File: config.mk
export PLATFORM = sky130hd
export DESIGN_NAME = link_ctrl
export DESIGN_NICKNAME = d
export VERILOG_FILES = /design/src/rtl/link_ctrl.sv
export SDC_FILE = /design/constraint.sdc
export NUM_CORES = 1
export LEC_CHECK = 0
export CAP_MARGIN = 15
export CORE_AREA = 2 2 254 256
export CTS_CLUSTER_SIZE = 30
export DETAILED_ROUTE_END_ITERATION = 16
export DIE_AREA = 0 0 256 258
export GPL_ROUTABILITY_DRIVEN = 0
export GPL_TIMING_DRIVEN = 1
export SLEW_MARGIN = 40
export SYNTH_ARGS = -nofsm -noshare
export SYNTH_HDL_FRONTEND = slang
export SYNTH_SLANG_ARGS = --single-unit
File: constraint.sdc
create_clock -name clk_in -period 7 [get_ports clk_in]
set_clock_uncertainty 0.1 [all_clocks]
set_input_delay 1.75 -clock clk_in [delete_from_list [all_inputs] [get_ports clk_in]]
set_output_delay 1.75 -clock clk_in [all_outputs]
set_load 0.05 [all_outputs]
File: src/rtl/link_ctrl.sv
`default_nettype none
// ---------------------------------------------------------------------------
// link_ctrl : board-link sequencer (arbitrate, launch tx, await echo-ack, retry)
// Optional LINK_STATS_EN adds frames_sent / retries_total counters.
// Revision  : 1.0
// ---------------------------------------------------------------------------
module link_ctrl #(
  parameter int TIMEOUT_CYCLES = 6500000,
  parameter int MAX_RETRY      = 3,
  parameter int BUS_W          = 162
) (
  input  logic             clk_in,
  input  logic             rst_in,
  input  logic             req_move,
  input  logic             req_btn,
  input  logic [BUS_W-1:0] board_bus,
  input  logic             tx_busy,
  output logic             tx_trigger,
  output logic [BUS_W-1:0] tx_val,
  input  logic             rx_ready,
  input  logic [BUS_W-1:0] rx_data,
  output logic [BUS_W-1:0] rx_board,
  output logic             rx_board_valid,
  output logic             ack_ok,
  output logic             link_busy,
  output logic             link_err
`ifdef LINK_STATS_EN
  ,
  output logic [15:0]      frames_sent,
  output logic [15:0]      retries_total
`endif
);

  localparam int TW = $clog2(TIMEOUT_CYCLES);
  localparam int RW = $clog2(MAX_RETRY + 1);
  localparam logic [TW-1:0] TIMER_LAST = TW'(TIMEOUT_CYCLES - 1);
  localparam logic [RW-1:0] RETRY_LAST = RW'(MAX_RETRY);

  localparam logic [2:0] S_IDLE = 3'd0;
  localparam logic [2:0] S_LOAD = 3'd1;
  localparam logic [2:0] S_SEND = 3'd2;
  localparam logic [2:0] S_WAIT = 3'd3;
  localparam logic [2:0] S_FAIL = 3'd4;

  logic [2:0]    state, state_nxt;
  logic          pend_move, pend_btn, pend_echo, btn_prev;
  logic          send_first, frame_echo;
  logic [TW-1:0] timer;
  logic [RW-1:0] retry;
  logic          ack_hit, rx_fwd, timer_done, retry_go;
  logic          grant_echo, grant_move, grant_btn, grant_any;

  always_comb begin
    ack_hit    = rx_ready && (state == S_WAIT) && (rx_data == tx_val);
    rx_fwd     = rx_ready && !ack_hit;
    timer_done = (state == S_WAIT) && (timer == TIMER_LAST) && !ack_hit;
    retry_go   = timer_done && (retry < RETRY_LAST);
    grant_echo = (state == S_IDLE) && pend_echo;
    grant_move = (state == S_IDLE) && !pend_echo && pend_move;
    grant_btn  = (state == S_IDLE) && !pend_echo && !pend_move && pend_btn;
    grant_any  = grant_echo || grant_move || grant_btn;
  end

  always_ff @(posedge clk_in) begin
    if (rst_in) state <= S_IDLE;
    else        state <= state_nxt;
  end

  always_comb begin
    state_nxt = state;
    case (state)
      S_IDLE: if (grant_any) state_nxt = S_LOAD;
      S_LOAD: state_nxt = S_SEND;
      // The serializer may not have raised busy yet on the first SEND cycle.
      S_SEND: if (!send_first && !tx_busy) state_nxt = frame_echo ? S_IDLE : S_WAIT;
      S_WAIT: begin
        if (ack_hit)       state_nxt = S_IDLE;
        else if (retry_go) state_nxt = S_LOAD;
        else if (timer_done) state_nxt = S_FAIL;
      end
      S_FAIL: state_nxt = S_IDLE;
      default: state_nxt = S_IDLE;
    endcase
  end

  always_comb begin
    tx_trigger = (state == S_LOAD);
    link_busy  = (state != S_IDLE);
  end

  always_ff @(posedge clk_in) begin
    if (rst_in) begin
      pend_move      <= 1'b0;
      pend_btn       <= 1'b0;
      pend_echo      <= 1'b0;
      btn_prev       <= 1'b0;
      send_first     <= 1'b0;
      frame_echo     <= 1'b0;
      timer          <= '0;
      retry          <= '0;
      tx_val         <= '0;
      rx_board       <= '0;
      rx_board_valid <= 1'b0;
      ack_ok         <= 1'b0;
      link_err       <= 1'b0;
    end else begin
      btn_prev   <= req_btn;
      // A fresh request in the grant cycle survives the grant's clear.
      pend_move  <= req_move || (pend_move && !grant_move);
      pend_btn   <= (req_btn && !btn_prev) || (pend_btn && !grant_btn);
      pend_echo  <= rx_fwd || (pend_echo && !grant_echo);
      send_first <= (state == S_LOAD);
      if (grant_any) begin
        frame_echo <= grant_echo;
        tx_val     <= grant_echo ? rx_board : board_bus;
      end
      rx_board_valid <= rx_fwd;
      if (rx_fwd) rx_board <= rx_data;
      ack_ok <= ack_hit;
      if (state == S_WAIT) timer <= timer + 1'b1;
      else                 timer <= '0;
      if (ack_hit || state == S_FAIL) retry <= '0;
      else if (retry_go)              retry <= retry + 1'b1;
      if (ack_hit)               link_err <= 1'b0;
      else if (state == S_FAIL)  link_err <= 1'b1;
    end
  end

`ifdef LINK_STATS_EN
  always_ff @(posedge clk_in) begin
    if (rst_in) begin
      frames_sent   <= '0;
      retries_total <= '0;
    end else begin
      if (state == S_LOAD && frames_sent != 16'hFFFF) frames_sent <= frames_sent + 16'd1;
      if (retry_go && retries_total != 16'hFFFF)      retries_total <= retries_total + 16'd1;
    end
  end
`endif

endmodule
`default_nettype wire

==> summary.md <==
| Metric | Value |
|---|---|
| Multi-input logic area | between 10000 and 15000 um^2 |
| Wirelength, routed | 108 mm |
| Register area | between 7000 and 8000 um^2 |
| Num ports | 659 |
| # fillers | 6205 |
| Worst setup EP type | flip-flop |
| Synth Area in Compound Gates | 26.8% |
| Cells on Worst Hold Path | 1 |
| Yosys top cell by area | dfxtp_1 |
| Power density over the cells | 370 nW/um^2 |
| CP max stage cell | xnor2_2 |
| Share of layout cells above drive strength 1 | approximately 4.0% |
| Pwr Total | between 10000 and 15000 uW |
| Final Hold Fails | 0 |
| RR Startpoint | tx_val[122] |
| Area share of fa/ha/maj cells after synthesis | 0.127% |
| Die area | between 60000 and 70000 um^2 |
| HP Class | reg2reg |
| Via count | around 23000 |
| Worst Max-Slew Pin Slew | 0.930 ns |
| Vias per std cell | roughly 5.9 |
| Simple-gate share of the synthesized area | 24.5% |
| Family with the most delay on the worst path | simple AND/OR/NAND/NOR gates |
| GRT Total Usage | 30.9% |
| CTS buffer count | 45 |
| Leakage | 0.00950 uW |
| Final setup fails | 0 |
| Gate Count Post-Synth | 2562 |
| Slew headroom | roughly 38% |
| Worst EP arrival | 5.60 ns |
| Overflow after GRT | 0 |
| Final setup TNS | 0 ns |
| Mux cell area share after synthesis | 0.0507% |
| Sequential share of the synthesized area | 36.6% |
| Crit path required time | ~7.4 ns |
| Core area | 63600 um^2 |
| RSZ-0062 raised after global routing | no |
| Placed insts | 3827 |
| # H-tree levels | 2 |
| Post-detail-place hpwl | 78.0 mm |
| Fin nets | 3356 |
| CTS Root Cell | clkbuf_16 |
| R2R Path End | rx_board[28] |
| Share of the synthesized area in the top cell type | 36.6% |
| CTS resizes | 0 |
| Max-cap violations | 0 |
| Rows | 93 |
| 1st-iter DRT viols | 2216 |
| Initial Utilization | 31.0% |
| Worst Hold Path EP | timer[0] |
| Vias in the first global route | 21777 |
| Syn_nets | 2894 |
| Die H | 258 um |
| CTS Sinks | 361 |
| Ys flop type | dfxtp_1 |
| Number of flops mapped to enable cells by yosys | 0 |
| Synth Area in XOR/XNOR | 5.32% |
| Post-CTS Setup Bufs | 0 |
| VDD IR max | 0.347 mV |
| Area added between synthesis and finish | 43.7% |
| Number of remaining DRC errors | 0 |
| Startpoint Class | input port |
| R2R setup slack | 3.08 ns |
| Clock Latency Late Sink | between 0.5 and 0.6 ns |
| Initial antenna violation count | 21 |
| Worst-path fanout max | 138 |
| Largest stage delay on the critical path | roughly 0.64 ns |
| Min Tclk post-route | 5.22 ns |
| Clock-pin slew on the worst setup and hold paths | roughly 0.060 ns |
| Final WS setup | 1.78 ns |
| Synth cell types | 53 |
| Global-route wire length before repair | 153 mm |
| I/O Buffers | around 660 |
| Synthesized area per cell | just under 8 um^2 |
| DRT Pass-1 Iters | 6 |
| Most used cell, CP | nand4_1 |
| Routed Antenna Nets | 0 |
| Dpl ws | 1.41 ns |
| Depth of the most critical reg-to-reg path | 9 |
| CP Class | in2reg |
| Hold path startpoint | timer[0] |
| Worst Path Buf+Inv | 3 |
| Max clock buf depth | 3 |
| CTS tree | built |
| Worst-path cell chain | clkdlybuf4s50_1 -> xnor2_2 -> nand4_1 -> nor4_1 -> nand4_1 -> nor4_4 -> buf_12 -> buf_16 -> nand4_1 -> o311ai_0 |
| Max-slew violation total from the final report | 0 |
| Non-Filler Instances | 3927 |
| Synthesized flop and latch total | 361 |
| Mapped Area | 19800 um^2 |
| Fmax | 191 MHz |
| Number of cells on the critical path | 10 |
| Largest net degree at the start of global routing | 223 |
| Outcome | completed |
| Part of the cycle the worst path needs | 74.6% |
| Warnings, synthesis | 0 |
| Die X | 256 um |
| FFs w/ async S/R, synth | 0% |
| CTS Hold Bufs | 0 |
| Leading post-synthesis cells by cell area | dfxtp_1, a21oi_1, nand4_1 |
| WL/cell | 27.5 um |
| Largest family of logic cells by synthesized area | compound AO/OA/AOI/OAI gates |
[where the power goes]
part           leakage [uW]  total, uW  switching, uW  internal, uW
combinational       0.00575       4950           3430          1520
sequential          0.00300       3110            597          2510
clock              0.000754       2440            984          1460
total               0.00950      10500           5010          5500
[logic make-up (layout without fill, tap and decap cells)]
kind of cell | after synthesis | count (layout)
AO/OA/AOI/OAI | 866 | 866
XOR/XNOR | 120 | 120
adder cells (fa/ha/maj) | 2 | 2
buffers and inverters | 316 | 812
flip-flops | 361 | 361
multiplexers | 1 | 1
other | 0 | 14
AND/OR/NAND/NOR | 896 | 896
[through the flow]
| stage | hold WS, ns | instance area, um^2 | utilization [%] |
|---|---|---|---|
| after detailed placement | 0.356 | 26700 | 41.9 |
| after global routing | 0.391 | 28400 | 44.6 |
| after global placement | 0.343 | 26600 | 41.8 |
| final | 0.372 | 28400 | 44.6 |
| after floorplan | 0.330 | 19800 | - |
| after CTS | 0.370 | 28200 | 44.3 |
[cells in the mapped netlist (3+ instances only)]
master     count
nand2b_1      47
xnor2_1       87
inv_1         44
a21oi_1      331
nand4_1      206
buf_6         11
clkbuf_1     236
a2111o_1       8
o21ai_0      166
nand2_1      187
dfxtp_1      361
nor2_1       201
o22ai_1      173
o2111ai_1      6
and3_1         4
nor3_1        10
buf_4          4
nand3_1       12
o311ai_0      43
nor2b_1       28
xor2_1        33
buf_2         13
o311ai_1     119
buf_1          7
nor4_1        21
nor3b_1      165
a22oi_1        4
o221ai_1       3
[flip-flops by register name, indices dropped and copies added, names as in the netlist]
name,count
ack_ok,1
state,3
send_first,1
tx_val,162
frame_echo,1
timer,23
btn_prev,1
link_err,1
retry,2
rx_board,162
pend_move,1
pend_btn,1
pend_echo,1
rx_board_valid,1
[cell type report]
type                    instances  share of cell area, %
multi-input cells            1885                   39.9
inverters                      44                  0.652
clock inverters                13                  0.551
well taps                     855                   3.77
repair buffers                687                   24.7
diodes                         14                  0.123
flip-flops and latches        361                   25.5
clock buffers                  68                   4.84
[worst register-to-register path: stages, from the launching register on]
cell and delay (ns):
dfxtp_1 0.33, xnor2_1 0.52, nand4_1 0.31, nor4_1 0.64, nand4_1 0.25, nor4_4 0.32
buf_12 0.37, buf_16 0.41, nand4_1 0.39, o311ai_0 0.16
[routing by layer]
| layer | up-vias | GRT usage, % | share of wire [%] |
|---|---|---|---|
| met1 | 11352 | 38.9 | 42 |
| met5 | - | 0 | 0.11 |
| met3 | 217 | 7.48 | 8.0 |
| met4 | 16 | 13.2 | 4.6 |
| met2 | 1108 | 50.3 | 46 |
| li1 | 10539 | - | - |
[how the worst max path moves through the flow]
| stage | end | slack (ns) | startpoint |
|---|---|---|---|
| 2_1_floorplan | rx_board[142] | 3.13 | rx_data[45] |
| 3_3_place_gp | rx_board[25] | 0.91 | rx_data[26] |
| 3_5_place_dp | rx_board[28] | 1.41 | rx_data[26] |
| 4_1_cts | rx_board[28] | 2.00 | rx_data[26] |
| 5_1_grt | rx_board[34] | 1.68 | rx_data[122] |
| 6_report | rx_board[28] | 1.78 | rx_data[26] |
[cells in the final DEF (no fill, tap or decap), types with 3 or more instances in the layout]
cell / n
a2111o_1: 8
a21oi_1: 330
a22oi_1: 4
and3_1: 4
buf_12: 10
buf_4: 9
buf_6: 7
buf_8: 3
bufinv_16: 3
clkbuf_1: 8
clkbuf_16: 46
clkbuf_8: 14
clkdlybuf4s50_1: 656
clkinv_2: 7
dfxtp_1: 361
diode_2: 14
inv_1: 42
nand2_1: 187
nand2b_1: 46
nand3_1: 12
nand4_1: 206
nor2_1: 200
nor2b_1: 28
nor3_1: 9
nor3b_1: 165
nor4_1: 20
o2111ai_1: 6
o21ai_0: 166
o221ai_1: 3
o22ai_1: 173
o311ai_0: 43
o311ai_1: 119
xnor2_1: 81
xnor2_2: 6
xor2_1: 32
Power figures use the tool's default switching activity.
